[config.mk]
export PLATFORM = sky130hd
export DESIGN_NAME = exu_issue_ctrl
export DESIGN_NICKNAME = d
export VERILOG_FILES = /design/src/rtl/exu_issue_ctrl.sv
export SDC_FILE = /design/constraint.sdc
export NUM_CORES = 1
export LEC_CHECK = 0
export CAP_MARGIN = 20
export CORE_AREA = 2 2 136 138
export CTS_CLUSTER_DIAMETER = 50
export DETAILED_ROUTE_END_ITERATION = 8
export DIE_AREA = 0 0 138 140
export GPL_TIMING_DRIVEN = 0
export MAX_ROUTING_LAYER = met4
export PLACE_DENSITY = 0.73
export SYNTH_ARGS = -nofsm -noshare
export SYNTH_HDL_FRONTEND = slang
export SYNTH_SLANG_ARGS = --single-unit
[constraint.sdc]
create_clock -name clk -period 9.6 [get_ports clk]
set_clock_uncertainty 0.15 [all_clocks]
set_input_delay 2.4 -clock clk [delete_from_list [all_inputs] [get_ports clk]]
set_output_delay 2.4 -clock clk [all_outputs]
set_load 0.01 [all_outputs]
[src/rtl/exu_issue_ctrl.sv]
// exu_issue_ctrl
// Issue/writeback sequencer between decode and the execute unit. Accepts one
// decoded op at a time, fires a single-cycle start pulse to the EXU, waits for
// the EXU completion pulse, captures the result matching the op class and
// offers it to writeback through a valid/ready handshake. A watchdog ends the
// wait after MAX_WAIT cycles, raising a sticky timeout flag and delivering a
// non-writing, zero-data result so the pipeline never stalls forever.
//
// Ports
//   clk, rst            clock, asynchronous active-high reset
//   dec_*_i / dec_ready_o   decode-side offer (ready only when idle)
//   exu_start_o         one-cycle start pulse to the EXU
//   exu_aluop_o/word_o  latched op code and word flag for the EXU
//   exu_data_ok_i       EXU completion pulse
//   alu_out_i, mul_data_i, div_data_i, rem_data_i   EXU result buses
//   wb_valid_o/ready_i  writeback handshake; wb_rd_o, wb_wen_o, wb_data_o payload
//   busy_o              controller is not idle
//   timeout_err_o       sticky watchdog flag, cleared only by reset
//
// state | meaning
// IDLE  | ready for a new op from decode
// ISSUE | exu_start pulse, wait counter cleared
// WAIT  | waiting for exu_data_ok or the watchdog
// WB    | result held on wb_* until wb_ready
module exu_issue_ctrl #(
  parameter int ALUOP_WIDTH = 5,
  parameter int MAX_WAIT    = 100
) (
  input  logic                   clk,
  input  logic                   rst,
  input  logic                   dec_valid_i,
  output logic                   dec_ready_o,
  input  logic [ALUOP_WIDTH-1:0] dec_aluop_i,
  input  logic                   dec_word_i,
  input  logic [4:0]             dec_rd_i,
  input  logic                   dec_wen_i,
  output logic                   exu_start_o,
  output logic [ALUOP_WIDTH-1:0] exu_aluop_o,
  output logic                   exu_word_o,
  input  logic                   exu_data_ok_i,
  input  logic [63:0]            alu_out_i,
  input  logic [63:0]            mul_data_i,
  input  logic [63:0]            div_data_i,
  input  logic [63:0]            rem_data_i,
  output logic                   wb_valid_o,
  input  logic                   wb_ready_i,
  output logic [4:0]             wb_rd_o,
  output logic                   wb_wen_o,
  output logic [63:0]            wb_data_o,
  output logic                   busy_o,
  output logic                   timeout_err_o
);

  typedef enum logic [1:0] {
    S_IDLE  = 2'd0,
    S_ISSUE = 2'd1,
    S_WAIT  = 2'd2,
    S_WB    = 2'd3
  } state_t;

  localparam logic [7:0] WAIT_LAST = 8'(MAX_WAIT - 1);

  localparam logic [ALUOP_WIDTH-1:0] OP_MUL  = ALUOP_WIDTH'(15);
  localparam logic [ALUOP_WIDTH-1:0] OP_DIV  = ALUOP_WIDTH'(16);
  localparam logic [ALUOP_WIDTH-1:0] OP_DIVU = ALUOP_WIDTH'(17);
  localparam logic [ALUOP_WIDTH-1:0] OP_REM  = ALUOP_WIDTH'(18);
  localparam logic [ALUOP_WIDTH-1:0] OP_REMU = ALUOP_WIDTH'(19);

  state_t state_q, state_d;

  logic [ALUOP_WIDTH-1:0] aluop_q;
  logic                   word_q;
  logic [4:0]             rd_q;
  logic                   wen_q;
  logic [7:0]             wait_cnt_q;
  logic [4:0]             wb_rd_q;
  logic                   wb_wen_q;
  logic [63:0]            wb_data_q;
  logic                   timeout_err_q;

  logic                   accept;
  logic                   exu_done;
  logic                   wait_expired;
  logic [63:0]            result_sel;

  assign accept       = (state_q == S_IDLE) && dec_valid_i;
  assign exu_done     = (state_q == S_WAIT) && exu_data_ok_i;
  // Completion takes priority over the watchdog in the same cycle.
  assign wait_expired = (state_q == S_WAIT) && !exu_data_ok_i && (wait_cnt_q == WAIT_LAST);

  always_ff @(posedge clk or posedge rst) begin
    if (rst) begin
      state_q <= S_IDLE;
    end else begin
      state_q <= state_d;
    end
  end

  always_comb begin
    state_d = state_q;
    case (state_q)
      S_IDLE:  if (dec_valid_i) state_d = S_ISSUE;
      S_ISSUE: state_d = S_WAIT;
      S_WAIT:  if (exu_done || wait_expired) state_d = S_WB;
      S_WB:    if (wb_ready_i) state_d = S_IDLE;
      default: state_d = S_IDLE;
    endcase
  end

  always_comb begin
    dec_ready_o = 1'b0;
    exu_start_o = 1'b0;
    wb_valid_o  = 1'b0;
    busy_o      = 1'b1;
    case (state_q)
      S_IDLE: begin
        dec_ready_o = 1'b1;
        busy_o      = 1'b0;
      end
      S_ISSUE: exu_start_o = 1'b1;
      S_WB:    wb_valid_o  = 1'b1;
      default: ;
    endcase
  end

  always_comb begin
    case (aluop_q)
      OP_MUL:          result_sel = mul_data_i;
      OP_DIV, OP_DIVU: result_sel = div_data_i;
      OP_REM, OP_REMU: result_sel = rem_data_i;
      default:         result_sel = alu_out_i;
    endcase
  end

  always_ff @(posedge clk or posedge rst) begin
    if (rst) begin
      aluop_q       <= '0;
      word_q        <= 1'b0;
      rd_q          <= '0;
      wen_q         <= 1'b0;
      wait_cnt_q    <= '0;
      wb_rd_q       <= '0;
      wb_wen_q      <= 1'b0;
      wb_data_q     <= '0;
      timeout_err_q <= 1'b0;
    end else begin
      if (accept) begin
        aluop_q <= dec_aluop_i;
        word_q  <= dec_word_i;
        rd_q    <= dec_rd_i;
        wen_q   <= dec_wen_i;
      end
      if (state_q == S_ISSUE) begin
        wait_cnt_q <= '0;
      end else if (state_q == S_WAIT) begin
        wait_cnt_q <= wait_cnt_q + 8'd1;
      end
      if (exu_done) begin
        wb_rd_q   <= rd_q;
        wb_wen_q  <= wen_q;
        wb_data_q <= result_sel;
      end else if (wait_expired) begin
        // Deliver a harmless result so writeback drains the op normally.
        wb_rd_q       <= rd_q;
        wb_wen_q      <= 1'b0;
        wb_data_q     <= '0;
        timeout_err_q <= 1'b1;
      end
    end
  end

  assign exu_aluop_o   = aluop_q;
  assign exu_word_o    = word_q;
  assign wb_rd_o       = wb_rd_q;
  assign wb_wen_o      = wb_wen_q;
  assign wb_data_o     = wb_data_q;
  assign timeout_err_o = timeout_err_q;

endmodule

* After elaboration in Yosys (flattened, before gate mapping) *
Index checks and enable logic that the tools add are counted.

word-level totals
  flip-flop bits (word level) = 93
  input bits = 273
  logic and storage cells = 54

operators by class
  add/sub/neg operators = 1
  eq/ne operators = 12
  multiplexer cells = 17
  bitwise gates (word level) = 1
  reductions and logical operators = 13

operators with widths
  cell                 count
  $pmux 64 s3          1
  $mux 64              2
  $eq 5x5->1 const B   4
  $mux 8               2
  $mux 5               2
  $add 8x1->8 const B  1
  $eq 8x7->1 const B   1
  $pmux 2 s4           1
  $mux 1               6
  $mux 2               3
  $eq 5x4->1 const B   1
  $eq 2x2->1 const B   2
  $logic_and 1x1->1    4
  $ne 2x2->1 const B   2
  $reduce_bool 2->1    2
  $reduce_or 2->1      2
  $reduce_and 3->1     1
  $eq 2x1->1 const B   1
  $logic_not 2->1      1
  $ne 2x1->1 const B   1
  $reduce_and 2->1     1
  $logic_not 1->1      1
  $logic_or 1x1->1     1
  $not 1->1            1

* Logic depth before layout (Yosys ltp) *
  depth after elaboration = 6
  gate-level depth with buffers = 7
  depth with buffers taken out = 6

* Worst setup path after synthesis *
OpenSTA, ideal clock, no wires.

  path type = input -> register
  start = in dec_valid_i
  end = reg aluop_q[2] (netlist: exu_aluop_o[2])
  arrival time = 3.195 ns
  required time = 9.325 ns
  slack = 6.131 ns
  cell stages on the path = 3
  cell sequence = nand2_1 clkbuf_1 mux2_2

between the ends
  word-level cells in the longest chain between the ends = 1

ends and longest elaborated chain
  element                 line  source
  start: declaration      31    input logic dec_valid_i,
  $logic_and 1x1->1       86    assign accept = (state_q == S_IDLE) && dec_valid_i;
  end signal: assignment  148   aluop_q <= dec_aluop_i;
  end: declaration        71    logic [ALUOP_WIDTH-1:0] aluop_q;

No other way between the ends.
A chain may end at the register's enable or synchronous reset.

* Worst setup path after layout *
  start = reg state_q[0]
  end = out busy_o

between the ends
  word-level cells in the longest chain between the ends = 2

ends and longest elaborated chain
  element                   line  source
  start: declaration        69    state_t state_q, state_d;
  start signal: assignment  95    state_q <= state_d;
  $logic_not 2->1           115   case (state_q)
  $mux 1                    115
  end: declaration          50    output logic busy_o,

No other way between the ends.

==> flow_summary.json <==
{
  "cts_buffers": 9,
  "yosysUniqueCellTypes": 33,
  "drt.antenna.violating_nets": 0,
  "synth_top_area_cell": "dfrtp_1",
  "relSlewSlack": 0.311,
  "area_growth_pct": 74.3,
  "diodes": 0,
  "syn-num-nets": 750,
  "grt_use_total": 0.220,
  "drc_errors": 0,
  "r2r-start": "exu_aluop_o[0]$_DFFE_PP0P_",
  "cts_sinks": 93,
  "worstReg2RegEnd": "wb_data_o[16]$_DFFE_PP0P_",
  "synthCells": 471,
  "post-cts-setup-buffers": 0,
  "clock_latency_ns": 0.34,
  "ys_seq_area_frac": 0.419,
  "grt_pass1_wl_um": 32300,
  "critPathRequiredTime_ns": 7.05,
  "synthMostInstantiatedCell": "dfrtp_1",
  "slew_violations": 0,
  "die_w_um": 138,
  "vias": 5288,
  "cp_max_fo": 4,
  "tritoncts": "done",
  "wirelength_um": 21000,
  "max_cap_viol_count": 0,
  "wire_per_inst_um": 19.6,
  "drt-vias-per-instance": 4.95,
  "portBuffers": 353,
  "fp-row-count": 49,
  "netlist_top_cells_area": "dfrtp_1 42%, a221oi_2 16%, mux2i_1 12%",
  "synth_commonest_cells": "93 x dfrtp_1, 68 x nor2_1, 65 x mux2i_1",
  "core-area_um2": 17800,
  "yosysTopAreaCellShare": 0.419,
  "final.setup.tns_ns": 0,
  "fill_cells": 1572,
  "setup_viol": 0,
  "die_y_um": 140,
  "yosysWarnings": 0,
  "dieArea_um2": 19300,
  "ios": 354,
  "irDropWorstVdd_mv": 0.189,
  "grt_overflow_total": 0,
  "r2r_setup_slack_ns": 7.33,
  "cts_resized": 0,
  "holdPathStages": 1,
  "drt_iter0_markers": 198,
  "synth_ff_type": "dfrtp_1",
  "finalHoldViolCount": 0,
  "routabilityCongestion": 0.836,
  "synth_edf_count": 0,
  "async_reset_ff_frac": 1.00,
  "worst_r2r_path_depth": 5,
  "clockBufferDepth": 2,
  "drive_gt1_frac": 0.152,
  "fmax_ghz": 0.237,
  "ys_ff_latch": 93,
  "fin_nets": 1115,
  "syn_avg_cell_area_um2": 11.8,
  "syn_area_um2": 5550,
  "critical_path_class": "flip-flop to output pin",
  "dp_hpwl_um": 16900,
  "fin_crit_ns": 4.22,
  "clk_pin_slew_ns": 0.06,
  "drtPass1Iterations": 4,
  "hold_class": "flip-flop to flip-flop",
  "hold_path_end": "wb_data_o[57]$_DFFE_PP0P_",
  "cts_root_buf": "clkbuf_16",
  "htree_levels": 3,
  "hold_buffers": 0,
  "grt_pass1_vias": 5551,
  "antenna_found_initial": 0,
  "p_leak_nw": 3.84,
  "tightest_slew_ns": 1.03,
  "rsz0062_at_grt": "no",
  "initial_core_util": 0.312,
  "worst_hold_startpoint": "wb_data_o[57]$_DFFE_PP0P_",
  "fin_crit_sh": 0.440,
  "hold_ws_ns": 0.334,
  "power_density_nw_per_um2": 256,
  "outcome": "completed",
  "critPathArrivalTime_ns": 1.67,
  "cp-start-kind": "flip-flop",
  "endpoint_kind": "output pin",
  "grt_max_degree": 49
}
-- flip-flops by register name, summed over array words and instances, names as in the netlist --
register	flops
exu_aluop_o	5
exu_word_o	1
rd_q	5
state_q	2
timeout_err_o	1
wait_cnt_q	8
wb_data_o	64
wb_rd_o	5
wb_wen_o	1
wen_q	1
-- through the flow --
step / std cells / utilization / worst slack [ns] / total power [mW] / instance area [µm²]
2_1_floorplan: 471 / - / 4.63 / 1.50 / 5550
3_3_place_gp: 1053 / 0.527 / 3.12 / 2.16 / 9370
3_5_place_dp: 1054 / 0.529 / 5.39 / 2.18 / 9400
4_1_cts: 1069 / 0.544 / 5.35 / 2.52 / 9680
5_1_grt: 1069 / 0.544 / 5.28 / 2.65 / 9680
6_report: 1069 / 0.544 / 5.38 / 2.48 / 9680
-- where the power goes --
group | switching [mW] | internal, mW | total, mW
registers | 0.108 | 0.573 | 0.681
clock network | 0.147 | 0.181 | 0.328
logic | 0.690 | 0.781 | 1.47
-- critical path, stage by stage (launching register included) --
cell             delay [ns]
dfrtp_1                0.40
inv_1                  0.09
ha_1                   0.23
inv_1                  0.08
clkdlybuf4s50_1        0.54
-- worst max path at each step --
stage	start	to	slack [ns]	cells after the start
4_1_cts	state_q[0]$_DFFE_PP0P_	busy_o	5.35	4
3_3_place_gp	rst	wb_data_o[26]$_DFFE_PP0P_	3.12	2
3_5_place_dp	exu_data_ok_i	wb_data_o[31]$_DFFE_PP0P_	5.39	4
6_report	state_q[0]$_DFFE_PP0P_	busy_o	5.38	4
2_1_floorplan	rst	exu_aluop_o[0]$_DFFE_PP0P_	4.63	1
5_1_grt	state_q[0]$_DFFE_PP0P_	busy_o	5.28	4
-- layer usage --
layer,GRT usage,up-vias,part of all wire
met5,-,-,0
met4,0.0403,0,0.014
met3,0.0677,18,0.064
met2,0.380,187,0.51
met1,0.256,2505,0.41
li1,-,2578,-
-- cell usage in the layout (no fill, tap or decap), types with 6 or more instances in the layout --
cell type        count
o2bb2ai_1           64
mux2_2              19
clkbuf_16            9
a221oi_2            60
buf_2               17
dfrtp_1             93
ha_1                 6
buf_4               11
inv_1               10
clkbuf_1            10
nor2_1              68
clkdlybuf4s50_1    353
mux2i_1             65
-- logic make-up (layout without fill, tap and decap cells) --
logic type      Yosys count  after routing  share of synthesized area
compound gates          145            145                      0.290
flops                    93             93                      0.419
simple gates             86             86                     0.0647
mux                      84             84                      0.156
buf+inv                  55            424                     0.0538
fa+ha+maj                 6              6                     0.0135
xor+xnor                  2              2                    0.00315
-- layout make-up --
| cell class | count | area (µm²) | share of cell area |
|---|---|---|---|
| Buffer | 44 | 258 | 0.0266 |
| Clock buffer | 10 | 239 | 0.0247 |
| Clock inverter | 5 | 37.5 | 0.00388 |
| Inverter | 11 | 43.8 | 0.00452 |
| Multi-Input combinational cell | 323 | 2930 | 0.302 |
| Sequential cell | 93 | 2330 | 0.240 |
| Tap cell | 229 | 287 | 0.0296 |
| Timing Repair Buffer | 354 | 3560 | 0.368 |
Note: power is estimated with default switching activity, not from simulation.
